**config.mk**
```make
export PLATFORM = sky130hd
export DESIGN_NAME = cpu_run_controller
export DESIGN_NICKNAME = d
export VERILOG_FILES = /design/src/rtl/cpu_run_controller.sv
export SDC_FILE = /design/constraint.sdc
export NUM_CORES = 1
export LEC_CHECK = 0
export BUFFER_PORTS_ARGS = -buffer_cell sky130_fd_sc_hd__buf_2
export CORE_MARGIN = 1
export CORE_UTILIZATION = 50
export DETAILED_ROUTE_END_ITERATION = 8
export PLACE_DENSITY = 0.76
export SYNTH_ARGS = -nofsm -noshare
export SYNTH_HDL_FRONTEND = slang
export SYNTH_SLANG_ARGS = --single-unit
```
**constraint.sdc**
```tcl
create_clock -name clk -period 2.9 [get_ports clk]
set_clock_uncertainty 0.05 [all_clocks]
set_input_delay 0.29 -clock clk [delete_from_list [all_inputs] [get_ports clk]]
set_output_delay 0.29 -clock clk [all_outputs]
set_load 0.02 [all_outputs]
```
**src/rtl/cpu_run_controller.sv**
```systemverilog
// -----------------------------------------------------------------------------
// cpu_run_controller
//
// Run-control block for the pipelined MIPS CPU simulation and board harness.
// It holds the CPU core in reset for RESET_CYCLES cycles, releases it, then
// counts RUN cycles and retired instructions. The run ends on a retired
// instruction at HALT_PC, an external halt request, or a cycle-limit timeout.
// A restart pulse aborts the current run (or re-arms a finished one) and
// starts a fresh reset hold.
//
// Parameters:
//   RESET_CYCLES  cycles the core reset is held low (>= 1)
//   CNT_W         width of cycle_cnt / instr_cnt
//   MAX_CYCLES    RUN-cycle limit, 0 disables the timeout
//   PC_W          retire PC width
//   HALT_PC       retiring at this PC ends the run normally
//
// Ports:
//   clk        in   system clock, rising edge
//   rst        in   synchronous active-high reset, beats every other input
//   restart    in   single-cycle pulse: abort / re-arm a run
//   retire     in   writeback retired one instruction this cycle
//   retire_pc  in   PC of the retiring instruction (valid with retire)
//   halt_req   in   external halt request, level-sampled
//   cpu_rst_n  out  active-low core reset, high only in RUN
//   running    out  state is RUN
//   done       out  state is DONE (normal halt)
//   timeout    out  state is TIMEOUT
//   cycle_cnt  out  RUN cycles elapsed (saturating)
//   instr_cnt  out  instructions retired during RUN (saturating)
//   state_dbg  out  current FSM state, for checkers and debug
//
// All outputs come straight from flops. The flag and reset flops are loaded
// from the decoded next state so they change on the same edge as the state.
// -----------------------------------------------------------------------------
module cpu_run_controller #(
   parameter int unsigned     RESET_CYCLES = 5,
   parameter int unsigned     CNT_W        = 32,
   parameter int unsigned     MAX_CYCLES   = 100000,
   parameter int unsigned     PC_W         = 32,
   parameter logic [PC_W-1:0] HALT_PC      = '0
) (
   input  logic             clk,
   input  logic             rst,
   input  logic             restart,
   input  logic             retire,
   input  logic [PC_W-1:0]  retire_pc,
   input  logic             halt_req,
   output logic             cpu_rst_n,
   output logic             running,
   output logic             done,
   output logic             timeout,
   output logic [CNT_W-1:0] cycle_cnt,
   output logic [CNT_W-1:0] instr_cnt,
   output logic [1:0]       state_dbg
);

   // FSM encoding
   localparam logic [1:0] S_HOLD    = 2'd0;
   localparam logic [1:0] S_RUN     = 2'd1;
   localparam logic [1:0] S_DONE    = 2'd2;
   localparam logic [1:0] S_TIMEOUT = 2'd3;

   // Hold counter only ever needs to reach RESET_CYCLES-1.
   localparam int unsigned HOLD_W = (RESET_CYCLES > 1) ? $clog2(RESET_CYCLES) : 1;
   localparam logic [HOLD_W-1:0] HOLD_LAST = HOLD_W'(RESET_CYCLES - 1);

   // Timeout fires in the cycle whose incoming cycle_cnt equals MAX_CYCLES-1,
   // so the counted total lands exactly on MAX_CYCLES. Compared at 64 bits so
   // a narrow counter can never alias onto the limit.
   localparam bit          TIMEOUT_EN = (MAX_CYCLES != 0);
   localparam logic [63:0] MAX_LAST   = TIMEOUT_EN ? (64'(MAX_CYCLES) - 64'd1) : 64'd0;

   localparam logic [CNT_W-1:0] CNT_MAX = '1;

   logic [1:0]        state_q,     state_d;
   logic [HOLD_W-1:0] hold_cnt_q,  hold_cnt_d;
   logic [CNT_W-1:0]  cycle_cnt_q, cycle_cnt_d;
   logic [CNT_W-1:0]  instr_cnt_q, instr_cnt_d;
   logic              cpu_rst_n_q, cpu_rst_n_d;
   logic              running_q,   running_d;
   logic              done_q,      done_d;
   logic              timeout_q,   timeout_d;

   logic              halt_hit;
   logic              timeout_hit;
   logic [CNT_W-1:0]  cycle_cnt_inc;
   logic [CNT_W-1:0]  instr_cnt_inc;

   // Run-end conditions; only acted on while in RUN.
   assign halt_hit    = (retire && (retire_pc == HALT_PC)) || halt_req;
   assign timeout_hit = TIMEOUT_EN && (64'(cycle_cnt_q) == MAX_LAST);

   // Saturating increments: stick at all-ones instead of wrapping.
   assign cycle_cnt_inc = (cycle_cnt_q == CNT_MAX) ? cycle_cnt_q : cycle_cnt_q + 1'b1;
   assign instr_cnt_inc = (instr_cnt_q == CNT_MAX) ? instr_cnt_q : instr_cnt_q + 1'b1;

   // -------------------------------------------------------------------------
   // Next-state logic
   // -------------------------------------------------------------------------
   always_comb begin
      state_d     = state_q;
      hold_cnt_d  = hold_cnt_q;
      cycle_cnt_d = cycle_cnt_q;
      instr_cnt_d = instr_cnt_q;

      case (state_q)
         S_HOLD: begin
            // retire / halt_req are meaningless while the core is in reset.
            if (restart) begin
               hold_cnt_d = '0;
            end else if (hold_cnt_q == HOLD_LAST) begin
               state_d    = S_RUN;
               hold_cnt_d = '0;
            end else begin
               hold_cnt_d = hold_cnt_q + 1'b1;
            end
         end

         S_RUN: begin
            if (restart) begin
               state_d     = S_HOLD;
               hold_cnt_d  = '0;
               cycle_cnt_d = '0;
               instr_cnt_d = '0;
            end else begin
               // The cycle that ends the run is still counted, as is a
               // halting instruction retiring in it.
               cycle_cnt_d = cycle_cnt_inc;
               if (retire) begin
                  instr_cnt_d = instr_cnt_inc;
               end
               // Halt wins over a coincident timeout.
               if (halt_hit) begin
                  state_d = S_DONE;
               end else if (timeout_hit) begin
                  state_d = S_TIMEOUT;
               end
            end
         end

         S_DONE, S_TIMEOUT: begin
            // Results stay frozen for the harness until re-armed.
            if (restart) begin
               state_d     = S_HOLD;
               hold_cnt_d  = '0;
               cycle_cnt_d = '0;
               instr_cnt_d = '0;
            end
         end

         default: begin
            state_d     = S_HOLD;
            hold_cnt_d  = '0;
            cycle_cnt_d = '0;
            instr_cnt_d = '0;
         end
      endcase

      // Core runs only in RUN; DONE/TIMEOUT put it back into reset to freeze it.
      cpu_rst_n_d = (state_d == S_RUN);
      running_d   = (state_d == S_RUN);
      done_d      = (state_d == S_DONE);
      timeout_d   = (state_d == S_TIMEOUT);
   end

   // -------------------------------------------------------------------------
   // State registers
   // -------------------------------------------------------------------------
   always_ff @(posedge clk) begin
      if (rst) begin
         state_q     <= S_HOLD;
         hold_cnt_q  <= '0;
         cycle_cnt_q <= '0;
         instr_cnt_q <= '0;
         cpu_rst_n_q <= 1'b0;
         running_q   <= 1'b0;
         done_q      <= 1'b0;
         timeout_q   <= 1'b0;
      end else begin
         state_q     <= state_d;
         hold_cnt_q  <= hold_cnt_d;
         cycle_cnt_q <= cycle_cnt_d;
         instr_cnt_q <= instr_cnt_d;
         cpu_rst_n_q <= cpu_rst_n_d;
         running_q   <= running_d;
         done_q      <= done_d;
         timeout_q   <= timeout_d;
      end
   end

   assign cpu_rst_n = cpu_rst_n_q;
   assign running   = running_q;
   assign done      = done_q;
   assign timeout   = timeout_q;
   assign cycle_cnt = cycle_cnt_q;
   assign instr_cnt = instr_cnt_q;
   assign state_dbg = state_q;

endmodule
```
==> impl_metrics.csv, run 1 <==
group,metric,value,unit
detailed_routing,viasPerCell,6.607,
clock_tree,clkSinkCount,72,
synthesis,synth_cell_types,72,
synthesis,synth_nets,585,
power,ir_drop,0.2096,mV
worst_setup_path,cpMaxStageDelayCell,"or4_1",
clock_tree,clkLatencyLatePin,340,ps
cells_and_area,layout_commonest_cell,"buf_2",
detailed_routing,wire_per_inst,17.27,microns
power,leakage,2.063,nW
placement,place_congestion,0.8950,
sta,period_minus_slack,2614,ps
clock_tree,cts-root-buf,"clkbuf_8",
synthesis,synth-async-reset-ratio,0,
cells_and_area,layout-drive-gt1-share,0.2500,
sta,report.final.slew_viol_count,0,
synthesis,synth_cells,544,
power,power_density,372.8,nW/um^2
min_path,hp-class,"primary input to flop",
synthesis,synth_edf_count,0,
sta,rsz0062_at_grt,"false",
synthesis,synth_area_leaders,"dfxtp_1, o21ai_0, nand2_1",
synthesis,seq_area_frac_synth,0.3320,
die,core-area,8299,sq um
worst_setup_path,path_buf_inv,1,
sta,worst_slew_margin_rel,0.4396,
worst_setup_path,cp_max_fo,9,
global_routing,track_usage,0.2893,
detailed_routing,firstDrtPassIters,5,
cells_and_area,syn_to_final_growth,19.25,%
power,p_total,0.001930,W
worst_setup_path,cp_cell_sequence,"ha_1 -> nand4_2 -> or4_1 -> buf_4 -> nor4_4 -> nor2_2 -> a311oi_1",
cells_and_area,diodes,0,
placement,dp_hpwl,9338,microns
cells_and_area,final_cell_area,5177,sq um
synthesis,synth.avg_cell_area,7.981,sq um
synthesis,ys_ff_latch,72,
clock_tree,cts-resized-gates,0,
synthesis,yosysWarnings,0,
clock_tree,clkTransAtPathRegs,70,ps
worst_setup_path,slowest_delay,590,ps
cells_and_area,multi_input_area,2676,sq um
sta,worstMarginPinSlew,833.0,ps
sta,holdWs,237.1,ps
worst_setup_path,end_kind,"flop",
die,start_util,0.5231,
cells_and_area,nFillCells,773,
detailed_routing,wl,13010,microns
worst_setup_path,cp.required,3090,ps
flow_run,cap_violations,0,
synthesis,ys.flop_type,"dfxtp_1",
worst_setup_path,critPathArrivalTime,2800,ps
cells_and_area,final_cell_mix,"buf_2, dfxtp_1, nand2_1, o21ai_0, nand3_1",
clock_tree,clock_path_buffers,2,
detailed_routing,drcViolationCount,0,
clock_tree,h-tree-depth,3,
worst_setup_path,worstSetupPathType,"flop to flop",
clock_tree,cts_tree,"built",
placement,placed_cell_area,4979,sq um
placement,io_buffers,106,
sta,setup_tns,0,ps
detailed_routing,antenna_left,0,
synthesis,synthesis.area,4342,sq um
die,fp.dieH,95.19,microns
sta,period_share,0.9013,
clock_tree,hold_buffers,0,
global_routing,grt_max_degree,28,
outcome,status,"completed",
clock_tree,numCtsBuffers,9,
detailed_routing,drtIter0Drc,366,
die,num_rows,33,
sta,hold_viol_final,0,
cells_and_area,regArea,1441,sq um
detailed_routing,num_vias,4975,
synthesis,synth_top_area_frac,0.3320,
die,top_level_ports,107,
global_routing,grt_pass1_vias,4336,
cells_and_area,layout.nets,684,
sta,max_freq,0.3826,GHz
worst_setup_path,path_delay_family,"simple AND/OR/NAND/NOR gates",
clock_tree,postCtsSetupRepairBufs,0,
synthesis,synth_top_area_cell,"dfxtp_1",
die,dieWidth,95.19,microns
global_routing,grt-ovfl-total,0,
global_routing,grt_first_pass_wirelength,20780,microns
worst_setup_path,cp-start-kind,"flop",
cells_and_area,final_core_util,0.6239,
global_routing,antenna_found_initial,0,
die,die-area,9060,sq um
sta,setup_viol,0,
-- sequential cells by signal (all words and copies together) (netlist names) --
signal	cells
cycle_cnt	32
instr_cnt	32
hold_cnt_q	3
state_dbg	2
done	1
running	1
timeout	1
-- cell families (layout without fill, tap and decap cells) --
group                      after synthesis  after routing  synth area share
muxes                                    4              4          0.009510
AOI/OAI and AO/OA                      171            171            0.2697
adders and majority gates                4              4           0.01153
buffers and inverters                   53            157           0.05274
DFF                                     72             72            0.3320
and+or+nand+nor                        240            240            0.3245
-- final timing paths --
check	start	end	slack, ps	cells after the start
setup / recovery	instr_cnt[1]$_SDFFE_PP0P_	instr_cnt[7]$_SDFFE_PP0P_	290	7
hold / removal	halt_req	state_dbg[1]$_SDFF_PP0_	240	3
setup reg to reg	instr_cnt[1]$_SDFFE_PP0P_	instr_cnt[7]$_SDFFE_PP0P_	290	7
hold reg to reg	hold_cnt_q[1]$_SDFFE_PP0P_	hold_cnt_q[1]$_SDFFE_PP0P_	440	2
-- metrics by stage --
stage / std cells / setup WS (ps)
after floorplan: 544 / 283.1
after global placement: 737 / 381.5
after detailed placement: 737 / 228.9
after CTS: 753 / 189.7
after global routing: 753 / 101.3
final: 753 / 286.1
-- layer usage --
| metal | share of wire | up-vias | GRT usage |
|---|---|---|---|
| met4 | 0.011 | 0 | 0.07828 |
| met3 | 0.085 | 17 | 0.04067 |
| met5 | 0 | - | 0 |
| met1 | 0.44 | 2339 | 0.4065 |
| met2 | 0.47 | 269 | 0.4607 |
| li1 | - | 2350 | - |
-- power breakdown --
group	total [W]	internal, W	switching (W)	leakage, nW
Sequential	0.000994	0.000991	0.00000349	0.580
Combinational	0.000115	0.0000422	0.0000730	1.38
Clock	0.000821	0.000443	0.000378	0.103
-- tightest hold or removal path, delay by kind of cell --
kind | cells | cell delay [ps]
AO/OA/AOI/OAI | 1 | 120
buffers and inverters | 1 | 90
AND/OR/NAND/NOR | 1 | 90
-- cells in the mapped netlist, types with 4 or more instances --
cell type / instances
inv_1: 16
or4_1: 4
a311oi_1: 11
nand4_1: 16
nor2_1: 20
and4_1: 13
nor3_1: 21
nand3b_1: 5
nand3_1: 33
and2_1: 7
and3_1: 13
a41oi_1: 13
ha_1: 4
a21oi_1: 30
o21ai_0: 46
clkbuf_1: 24
o31ai_1: 4
a31oi_1: 18
nand2b_1: 4
o311ai_0: 5
nand2_1: 46
nor4_1: 24
or3_1: 4
o211ai_1: 8
dfxtp_1: 72
buf_2: 6
-- final cells by class --
class                   count  share of cell area
flip-flops and latches     72              0.2784
repair buffers            124              0.1286
clock buffers              13             0.03069
inverters                  17             0.01232
clock inverters             3            0.007733
multi-input cells         419              0.5169
well taps                 105             0.02537
Note: power is estimated with default switching activity, not from simulation.
==> run 2: changes to the inputs <==
- CORE_UTILIZATION: 50 -> 27
- PLACE_DENSITY: 0.76 -> 0.43
==> run 2 against run 1 <==
Against the previous run:
- total power is 12% higher
- core utilization decreased by 27 points
- combinational power increased by 5%
- final cell count increased by 15%
- sequential share of layout area is 1.4 points lower
- critical path depth down 1
- setup slack got worse by 140 ps
- die area up 83%
- hold slack got worse by 8.7 ps
==> impl_metrics.csv, run 2 (synthesis gave the netlist of run 1 again) <==
group,metric,value,unit
die,start_util,0.2814,
sta,worstMarginPinSlew,806.7,ps
power,clkPwrFrac,0.485,
worst_setup_path,end_kind,"flop",
placement,place_congestion,0.8028,
cells_and_area,final_cell_mix,"buf_2, dfxtp_1, nand2_1, o21ai_0, nand3_1",
global_routing,grt_busiest_layer,"met2",
outcome,status,"completed",
cells_and_area,layout-drive-gt1-share,0.2644,
cells_and_area,nFillCells,1702,
cells_and_area,syn_to_final_growth,25.76,%
global_routing,grt_pass1_vias,4632,
sta,holdWs,228.4,ps
detailed_routing,drcViolationCount,0,
die,core-area,15430,sq um
detailed_routing,firstDrtPassIters,4,
clock_tree,cts-resized-gates,0,
clock_tree,clkLatencyLatePin,350,ps
power,power_switching,0.0005538,W
power,p_int,0.001613,W
min_path,hp-class,"primary input to flop",
power,p_comb_frac,0.056,
power,leakage,2.135,nW
worst_setup_path,cp-start-kind,"flop",
sta,max_freq,0.3635,GHz
global_routing,grt_first_pass_wirelength,24970,microns
worst_setup_path,critPathArrivalTime,2920,ps
sta,period_share,0.9487,
global_routing,use_met1,0.2736,
power,swShare,0.2556,
sta,rsz0062_at_grt,"false",
die,fp.dieH,128.8,microns
clock_tree,clock_path_buffers,2,
power,ir_drop,0.3169,mV
clock_tree,cts-root-buf,"clkbuf_16",
placement,placed_cells,853,
cells_and_area,diodes,0,
sta,hold_viol_final,0,
detailed_routing,num_vias,4897,
sta,setup_viol,0,
global_routing,grt-ovfl-total,0,
clock_tree,clkSinkCount,72,
detailed_routing,drtIter0Drc,411,
placement,dp_hpwl,11300,microns
worst_setup_path,cp.required,3060,ps
global_routing,gr-usage-met2,0.2938,
cells_and_area,final_cell_area,5460,sq um
sta,worst_slew_margin_rel,0.4572,
die,dieWidth,128.8,microns
global_routing,grtUsageMet3,0.03617,
clock_tree,clkTransAtPathRegs,60,ps
worst_setup_path,worstSetupPathType,"flop to flop",
clock_tree,numCtsBuffers,9,
die,top_level_ports,107,
clock_tree,hold_buffers,0,
detailed_routing,viasPerCell,5.635,
global_routing,track_usage,0.1937,
placement,io_buffers,106,
detailed_routing,antenna_left,0,
sta,period_minus_slack,2751,ps
power,seqPwrFrac,0.459,
die,die-area,16590,sq um
global_routing,grt_max_degree,28,
cells_and_area,layout.nets,694,
detailed_routing,wl,15440,microns
placement,placed_cell_area,5186,sq um
cells_and_area,layout_commonest_cell,"buf_2",
sta,report.final.slew_viol_count,0,
flow_run,cap_violations,0,
power,power_density,396.7,nW/um^2
clock_tree,cts_tree,"built",
detailed_routing,wire_per_inst,17.77,microns
global_routing,antenna_found_initial,0,
clock_tree,postCtsSetupRepairBufs,0,
clock_tree,h-tree-depth,3,
worst_setup_path,cp_max_fo,14,
cells_and_area,final_core_util,0.3539,
sta,setup_tns,0,ps
die,num_rows,45,
cells_and_area,fin_cells,869,
## run 2: cell count changes in the layout (fill, tap and decap cells not counted)
cell	before	now
bufinv_16	1	0
clkinvlp_4	0	4
buf_4	18	28
clkbuf_8	11	0
clkbuf_16	0	9
clkbuf_1	2	0
clkinv_4	0	1
## run 2: cell type report
class | count | area, sq um | area share
clock buffers | 9 | 225.2 | 0.04125
clock inverters | 7 | 48.80 | 0.008937
inverters | 17 | 63.81 | 0.01169
multi-input cells | 419 | 2676 | 0.4901
flip-flops and latches | 72 | 1441 | 0.2640
well taps | 211 | 264.0 | 0.04835
repair buffers | 134 | 740.7 | 0.1357
## run 2: layer usage
| layer | up-vias | part of all wire |
|---|---|---|
| li1 | 2356 | - |
| met3 | 11 | 0.049 |
| met5 | - | 0 |
| met4 | 0 | 0.012 |
| met1 | 2383 | 0.50 |
| met2 | 147 | 0.44 |
## run 2: power groups by stage
stage                     Clock [W]  Sequential (W)  Combinational (W)
after CTS                   0.00108        0.000995           0.000121
after global routing        0.00112        0.000995           0.000134
after detailed placement          0         0.00102           0.000120
after global placement            0         0.00102           0.000120
after floorplan                   0         0.00102          0.0000621
final                       0.00105        0.000995           0.000121
## run 2: worst paths after layout
kind | from | to | slack [ps] | cells after the start
worst max-delay path | instr_cnt[1]$_SDFFE_PP0P_ | instr_cnt[29]$_SDFFE_PP0P_ | 150 | 6
worst min register to register | hold_cnt_q[1]$_SDFFE_PP0P_ | hold_cnt_q[1]$_SDFFE_PP0P_ | 430 | 2
worst min-delay path | halt_req | state_dbg[1]$_SDFF_PP0_ | 230 | 3
worst max register to register | instr_cnt[1]$_SDFFE_PP0P_ | instr_cnt[29]$_SDFFE_PP0P_ | 150 | 6
## run 2: per-stage QoR
| step | total power [W] | setup slack, ps |
|---|---|---|
| after floorplan | 0.001081 | 283.1 |
| after global placement | 0.001137 | 239.7 |
| after detailed placement | 0.001138 | 179.7 |
| after CTS | 0.002194 | 163.7 |
| after global routing | 0.002252 | 18.69 |
| final | 0.002166 | 148.9 |
## run 2: worst max-delay path: stages (launching register included)
cell and delay (ps):
dfxtp_1 390, ha_1 260, nand4_2 140, or4_1 680, or3_1 690, a41oi_1 300
o21ai_0 100
